`src/rtl/pipeline_pkg.sv`:
```
// Shared pipeline definitions: control-word layout, ALU opcodes and the bubble control value.
package pipeline_pkg;

  // Control word, MSB first: {alu_op[3:0], alu_src, mem_rd, mem_wr, reg_wr, reg_dst}
  localparam int unsigned CTRL_W      = 9;
  localparam int unsigned ALU_OP_MSB  = 8;
  localparam int unsigned ALU_OP_LSB  = 5;
  localparam int unsigned ALU_SRC_BIT = 4;
  localparam int unsigned MEM_RD_BIT  = 3;
  localparam int unsigned MEM_WR_BIT  = 2;
  localparam int unsigned REG_WR_BIT  = 1;
  localparam int unsigned REG_DST_BIT = 0;

  typedef enum logic [3:0] {
    AluAdd = 4'd0,
    AluSub = 4'd1,
    AluAnd = 4'd2,
    AluOr  = 4'd3,
    AluXor = 4'd4,
    AluNor = 4'd5,
    AluSlt = 4'd6,
    AluSll = 4'd7,
    AluSrl = 4'd8,
    AluSra = 4'd9,
    AluLui = 4'd10
  } alu_op_e;

  localparam logic [CTRL_W-1:0] CTRL_NOP = '0;

endpackage

```
`src/rtl/hazard_detect.sv`:
```
// Load-use hazard compare between the load sitting in EX and the sources of the ID instruction.
module hazard_detect #(
  parameter int unsigned ADDR_W = 5
) (
  input  logic              id_valid,
  input  logic              ex_valid,
  input  logic              ex_mem_rd,
  input  logic [ADDR_W-1:0] ex_dest,
  input  logic [ADDR_W-1:0] id_rs_addr,
  input  logic [ADDR_W-1:0] id_rt_addr,
  input  logic              id_uses_rt,
  input  logic              ex_flush,
  output logic              hz_stall
);

  logic rs_match;
  logic rt_match;

  always_comb begin
    rs_match = (ex_dest == id_rs_addr);
    rt_match = id_uses_rt && (ex_dest == id_rt_addr);
    // Flush masks the stall so a wrong-path instruction never freezes the front end.
    hz_stall = id_valid && ex_valid && ex_mem_rd && (ex_dest != '0) &&
               (rs_match || rt_match) && !ex_flush;
  end

endmodule

```
`src/rtl/id_ex_stage.sv`:
```
// ID/EX pipeline register with WB bypass, $0 forcing, load-use stall and branch flush.
module id_ex_stage
  import pipeline_pkg::*;
#(
  parameter int unsigned DATA_W = 32,
  parameter int unsigned ADDR_W = 5,
  parameter int unsigned CNT_W  = 16
) (
  input  logic              clk,
  input  logic              rst,
  input  logic              id_valid,
  input  logic [ADDR_W-1:0] id_rs_addr,
  input  logic [ADDR_W-1:0] id_rt_addr,
  input  logic [ADDR_W-1:0] id_rd_addr,
  input  logic [DATA_W-1:0] id_rs_data,
  input  logic [DATA_W-1:0] id_rt_data,
  input  logic [DATA_W-1:0] id_imm,
  input  logic [CTRL_W-1:0] id_ctrl,
  input  logic              id_uses_rt,
  input  logic              wb_wr,
  input  logic [ADDR_W-1:0] wb_addr,
  input  logic [DATA_W-1:0] wb_data,
  input  logic              ex_flush,
  output logic              hz_stall,
  output logic              ex_valid,
  output logic [DATA_W-1:0] ex_rs_data,
  output logic [DATA_W-1:0] ex_rt_data,
  output logic [DATA_W-1:0] ex_imm,
  output logic [CTRL_W-1:0] ex_ctrl,
  output logic [ADDR_W-1:0] ex_rs_addr,
  output logic [ADDR_W-1:0] ex_rt_addr,
  output logic [ADDR_W-1:0] ex_dest,
  output logic [CNT_W-1:0]  stall_cnt
);

  logic              valid_q,   valid_d;
  logic [DATA_W-1:0] rs_data_q, rs_data_d;
  logic [DATA_W-1:0] rt_data_q, rt_data_d;
  logic [DATA_W-1:0] imm_q,     imm_d;
  logic [CTRL_W-1:0] ctrl_q,    ctrl_d;
  logic [ADDR_W-1:0] rs_addr_q, rs_addr_d;
  logic [ADDR_W-1:0] rt_addr_q, rt_addr_d;
  logic [ADDR_W-1:0] dest_q,    dest_d;
  logic [CNT_W-1:0]  cnt_q,     cnt_d;

  logic [CTRL_W-1:0] ctrl_in;
  logic [ADDR_W-1:0] dest_in;
  logic [DATA_W-1:0] rs_byp;
  logic [DATA_W-1:0] rt_byp;

  hazard_detect #(
    .ADDR_W (ADDR_W)
  ) u_hazard_detect (
    .id_valid   (id_valid),
    .ex_valid   (valid_q),
    .ex_mem_rd  (ctrl_q[MEM_RD_BIT]),
    .ex_dest    (dest_q),
    .id_rs_addr (id_rs_addr),
    .id_rt_addr (id_rt_addr),
    .id_uses_rt (id_uses_rt),
    .ex_flush   (ex_flush),
    .hz_stall   (hz_stall)
  );

  always_comb begin
    ctrl_in = id_valid ? id_ctrl : CTRL_NOP;
    dest_in = ctrl_in[REG_WR_BIT] ? (ctrl_in[REG_DST_BIT] ? id_rd_addr : id_rt_addr) : '0;

    // The regfile write lands on this edge, so its read ports still show the old value.
    // A nonzero source address matching wb_addr also implies wb_addr != 0.
    if (id_rs_addr == '0)                     rs_byp = '0;
    else if (wb_wr && wb_addr == id_rs_addr)  rs_byp = wb_data;
    else                                      rs_byp = id_rs_data;

    if (id_rt_addr == '0)                     rt_byp = '0;
    else if (wb_wr && wb_addr == id_rt_addr)  rt_byp = wb_data;
    else                                      rt_byp = id_rt_data;

    if (ex_flush || hz_stall) begin
      valid_d   = 1'b0;
      rs_data_d = '0;
      rt_data_d = '0;
      imm_d     = '0;
      ctrl_d    = CTRL_NOP;
      rs_addr_d = '0;
      rt_addr_d = '0;
      dest_d    = '0;
    end else begin
      valid_d   = id_valid;
      rs_data_d = rs_byp;
      rt_data_d = rt_byp;
      imm_d     = id_imm;
      ctrl_d    = ctrl_in;
      rs_addr_d = id_rs_addr;
      rt_addr_d = id_rt_addr;
      dest_d    = dest_in;
    end

    cnt_d = cnt_q;
    if (hz_stall && (cnt_q != '1)) cnt_d = cnt_q + CNT_W'(1);
  end

  always_ff @(posedge clk) begin
    if (rst) begin
      valid_q   <= 1'b0;
      rs_data_q <= '0;
      rt_data_q <= '0;
      imm_q     <= '0;
      ctrl_q    <= CTRL_NOP;
      rs_addr_q <= '0;
      rt_addr_q <= '0;
      dest_q    <= '0;
      cnt_q     <= '0;
    end else begin
      valid_q   <= valid_d;
      rs_data_q <= rs_data_d;
      rt_data_q <= rt_data_d;
      imm_q     <= imm_d;
      ctrl_q    <= ctrl_d;
      rs_addr_q <= rs_addr_d;
      rt_addr_q <= rt_addr_d;
      dest_q    <= dest_d;
      cnt_q     <= cnt_d;
    end
  end

  assign ex_valid   = valid_q;
  assign ex_rs_data = rs_data_q;
  assign ex_rt_data = rt_data_q;
  assign ex_imm     = imm_q;
  assign ex_ctrl    = ctrl_q;
  assign ex_rs_addr = rs_addr_q;
  assign ex_rt_addr = rt_addr_q;
  assign ex_dest    = dest_q;
  assign stall_cnt  = cnt_q;

endmodule

```
`config.mk`:
```
export PLATFORM = sky130hd
export DESIGN_NAME = id_ex_stage
export DESIGN_NICKNAME = d
export VERILOG_FILES = /design/src/rtl/pipeline_pkg.sv /design/src/rtl/hazard_detect.sv /design/src/rtl/id_ex_stage.sv
export SDC_FILE = /design/constraint.sdc
export NUM_CORES = 1
export LEC_CHECK = 0
export BUFFER_PORTS_ARGS = -buffer_cell sky130_fd_sc_hd__buf_2
export CAP_MARGIN = 10
export CORE_MARGIN = 8
export CORE_UTILIZATION = 48
export DETAILED_ROUTE_END_ITERATION = 8
export GPL_ROUTABILITY_DRIVEN = 0
export PLACE_DENSITY = 0.95
export SKIP_CTS_REPAIR_TIMING = 1
export SLEW_MARGIN = 20
export SYNTH_ARGS = -nofsm -noshare
export SYNTH_HDL_FRONTEND = slang
export SYNTH_HIERARCHICAL = 1
export SYNTH_SLANG_ARGS = --single-unit
```
`constraint.sdc`:
```
create_clock -name clk -period 8.1 [get_ports clk]
set_input_delay 1.62 -clock clk [delete_from_list [all_inputs] [get_ports clk]]
set_output_delay 1.62 -clock clk [all_outputs]
set_load 0.01 [all_outputs]
```
* Yosys cells after proc, flatten, opt, wreduce, memory -nomap -nowiden
Index checks and enable logic that the tools add are counted.
** Cells by class
- Equality and inequality tests :: 5
- Reduce and logical (&&, ||, !) cells :: 20
- Mux-type cells :: 4
- Bitwise logic cells :: 2
- $add $sub $neg :: 1
** Operator list (number)
- 32-bit two-way mux :: 2
- 5-bit == test :: 4
- 16-bit by 1-bit adder with 16-bit output, second input constant :: 1
- 16-bit inequality test, second input constant :: 1
- 3-bit OR reduction :: 4
- 5-bit logical NOT :: 2
- 1-bit logical AND :: 9
- 5-bit two-way mux :: 1
- 5-bit nonzero test :: 1
- 1-bit logical OR :: 2
- 2-bit two-way mux :: 1
- 1-bit NOT :: 2
- 2-bit OR reduction :: 1
- 1-bit logical NOT :: 1
** Word-level totals
- Bits in registers :: 137
- Output and inout bits :: 138

* Longest topological paths before layout
- Depth after elaboration :: 7
- Gate-level depth with buffers :: 10
- Mapped depth without buffers :: 8

* Modules after synthesis
Netlist, hierarchy kept.
** Modules (own cells, without submodules)
- id_ex_stage :: seq. area each 2742.6 sq um, cells an instance 532, instances 1, area an instance 5296.3 sq um
- hazard_detect :: seq. area each 0.0 sq um, cells an instance 18, instances 1, area an instance 141.4 sq um

* Least setup slack after synthesis
Ideal clock, no wire load.
- Path kind :: input -> output
- From :: in id_rt_addr[2]
- To :: out hz_stall
- Stages :: 4
- Path buffers :: 0
- Path slack :: 3.820 ns
- Data required time :: 6.480 ns
- Arrival time :: 2.660 ns
- Cells stage by stage :: xor2_1 > nor4_1 > nand3_1 > a221oi_2
** Between the ends
- Longest elaborated chain between the ends :: 5
** Ends and longest elaborated chain
- start: declaration :: line id_ex_stage.sv:13 : input logic [ADDR_W-1:0] id_rt_addr,
- 5-bit == test :: line hazard_detect.sv:21 : rt_match = id_uses_rt && (ex_dest == id_rt_addr);
- 1-bit logical AND :: line hazard_detect.sv:21
- 1-bit logical OR :: line hazard_detect.sv:24 : (rs_match || rt_match) && !ex_flush;
- 1-bit logical AND :: line hazard_detect.sv:23 : hz_stall = id_valid && ex_valid && ex_mem_rd && (ex_dest != '0) &&
- 1-bit logical AND :: line hazard_detect.sv:24
- end: declaration :: line id_ex_stage.sv:24 : output logic hz_stall,
Every way passes these cells.

* Worst setup path after layout
Same ends and word-level chain as after synthesis.

==> run metrics <==
placed cell area=6900 um^2; largest net degree at the start of global routing=65; Post-synth ARST share=0; DR vias/cell=5.41; H-tree depth=4; Final Hold Viols=0; Netlist cell types=44; HP Class=flop to flop; Min Hold Slack=0.537 ns; CP dominant cell by count=buf_2; Worst Tran Pin Value=1.02 ns; TritonCTS clock tree=done; vias in the first global route=5,402; reg-to-reg setup timing slack=5.09 ns; Fill cells=842; antenna violations before repair=1; WS Path Type=input pin to primary output; Pins Over Slew Limit=0; synthesis-to-finish area growth=37.3%; final instance area=7470 um^2; Syn Inst Count=550; Mapped Avg Cell Area=9.89 um^2; top cells by area, synth=dfxtp_1 (50%), o21ai_2 (9.0%), nand4_1 (7.7%), and2_1 (5.2%), nand2_1 (4.9%); Pwr Density=213 nW/um^2; Syn Std Cell Area=5440 um^2; GRT Total Usage=0.239; Reg area=2740 um^2; clk sink count=137; per-cell routed wire length=18.6 um; total number of vias=5,372; first-pass detailed-route iteration total=5; P_leak=3.59 nW; IO Count=301; Most used DFF post-synth=dfxtp_1; number of synthesized flops with an enable pin=0; share of layout cells above drive strength 1=0.481; CTS Buf Count=17; pre-CTS WS=3.25 ns; final WL=18,500 um; Die Height=122 um; multi-input logic area=2410 um^2; most frequent cell after synthesis=dfxtp_1; die area=15,000 um^2; Remaining DRCs=0; shortest period the worst path allows=4.94 ns; top cells by count, synth=dfxtp_1 (137), nand2_1 (71), nand4_1 (67), o21ai_2 (56), and2_1 (45); CP arrival=3.32 ns; clk slew on worst S/H paths=0.06 ns; DPL Wire Length=13,900 um; Starting Density=0.485; Final ANT Viol Nets=0; fin crit share=0.610; Crit-path slowest cell=a221oi_2; first-pass GRT wire length=27,700 um; worst path bufs/invs=2; Data required, critical path=6.48 ns; Peak Freq=0.202 GHz; Core ar.=11,200 um^2; post-synthesis sequential area ratio=0.504; cell taking the most area after synthesis=dfxtp_1; CP cell instances=buf_2 -> xor2_1 -> nor4_1 -> nand3_1 -> a221oi_2 -> buf_2; Die W=122 um; status=completed; clock buffer depth=2; total negative slack=0 ns; drt initial violations=647; setup slack after layout=3.16 ns; nets=999; top fanout value on the critical path=8; VDD IR max=150 uV; GRT overflow=0; CP endpoint kind=primary output; # rows=39; port buffer count=300; clk_lat worst skew=0.42 ns; Seq cells post-synth=137; max cap viols=0; CP Launch Type=input pin; Ys Warns=6; Worst Clk Skew=0.00753 ns; final setup vio count=0; RSZ-0062 raised after global routing=false; Worst slew margin=0.317; Root Buffer=clkbuf_16; Worst path top cell family by delay=compound AO/OA/AOI/OAI gates; Max stage delay on crit path=0.66 ns; top cell type's share of synthesized area=0.504; Net Count, Synth=714
[per-layer routing]
layer  global-route usage  up-vias  routed length, um
met4                0.140        0                787
li1                     -     2522                  -
met1                0.244     2442               6350
met3                0.105       57               2390
met2                0.403      351               8930
met5                    0        -                  0
[report_power, final]
group	internal [mW]	switching, mW
combinational	0.0679	0.0954
sequential	0.699	0.00692
clock	0.437	0.285
total	1.20	0.387
[final timing paths]
path | start | endpoint | depth (start not counted)
worst min-delay path | stall_cnt[5] | stall_cnt[5] | 2
worst max-delay path | id_rt_addr[2] | hz_stall | 6
worst max register to register | ex_dest[2] | stall_cnt[13] | 8
worst min register to register | stall_cnt[5] | stall_cnt[5] | 2
[metrics by stage]
step | util | power, mW | instances
global route | 0.665 | 1.64 | 992
CTS | 0.665 | 1.60 | 991
detailed placement | 0.615 | 0.882 | 959
global placement | 0.615 | 0.877 | 959
floorplan | - | 0.801 | 550
finish | 0.665 | 1.59 | 993
[kinds of logic after synthesis]
kind of cell | Yosys count | share of synthesized area
xor gates and xnor gates | 21 | 0.0338
and+or+nand+nor | 251 | 0.260
adders and majority gates | 1 | 0.00230
buffers and inverters | 46 | 0.0543
muxes | 9 | 0.0170
DFF | 137 | 0.504
AOI/OAI and AO/OA | 85 | 0.128
[final cells by class]
class / count / area share
antenna: 2 / 0.000670
sequential: 137 / 0.367
tap: 143 / 0.0240
clock inverter: 11 / 0.0132
inverter: 5 / 0.00251
multi-input combinational: 367 / 0.322
timing repair buffer: 307 / 0.208
clock buffer: 21 / 0.0617
[cell usage in the layout (no fill, tap or decap), types with 6 or more instances in the layout]
| cell type | synthesis | final |
|---|---|---|
| nor2_1 | 17 | 17 |
| o21ai_1 | 8 | 8 |
| nor3_1 | 10 | 9 |
| buf_2 | 2 | 300 |
| o21ai_2 | 56 | 56 |
| dfxtp_1 | 137 | 137 |
| or3_1 | 6 | 6 |
| nand4_1 | 67 | 67 |
| and2_1 | 45 | 43 |
| xor2_1 | 16 | 16 |
| buf_4 | 6 | 7 |
| mux2i_1 | 7 | 7 |
| clkbuf_16 | 0 | 17 |
| and3_1 | 9 | 9 |
| nand2_1 | 71 | 71 |
[state kept, by name, summed over array words and instances, names as in the netlist]
| signal | count |
|---|---|
| ex_valid | 1 |
| ex_rs_data | 32 |
| stall_cnt | 16 |
| ex_rs_addr | 5 |
| ex_ctrl | 9 |
| ex_rt_addr | 5 |
| ex_dest | 5 |
| ex_imm | 32 |
| ex_rt_data | 32 |
[worst reg2reg max path: stages (launching register included)]
cell	delay, ns
dfxtp_1	0.36
xor2_1	0.18
nor4_1	0.34
nand3_1	0.14
a221oi_2	0.66
nand3_2	0.23
or2_1	0.35
nor4_1	0.28
mux2_1	0.36
No activity file was read; power rests on OpenSTA's default activity.
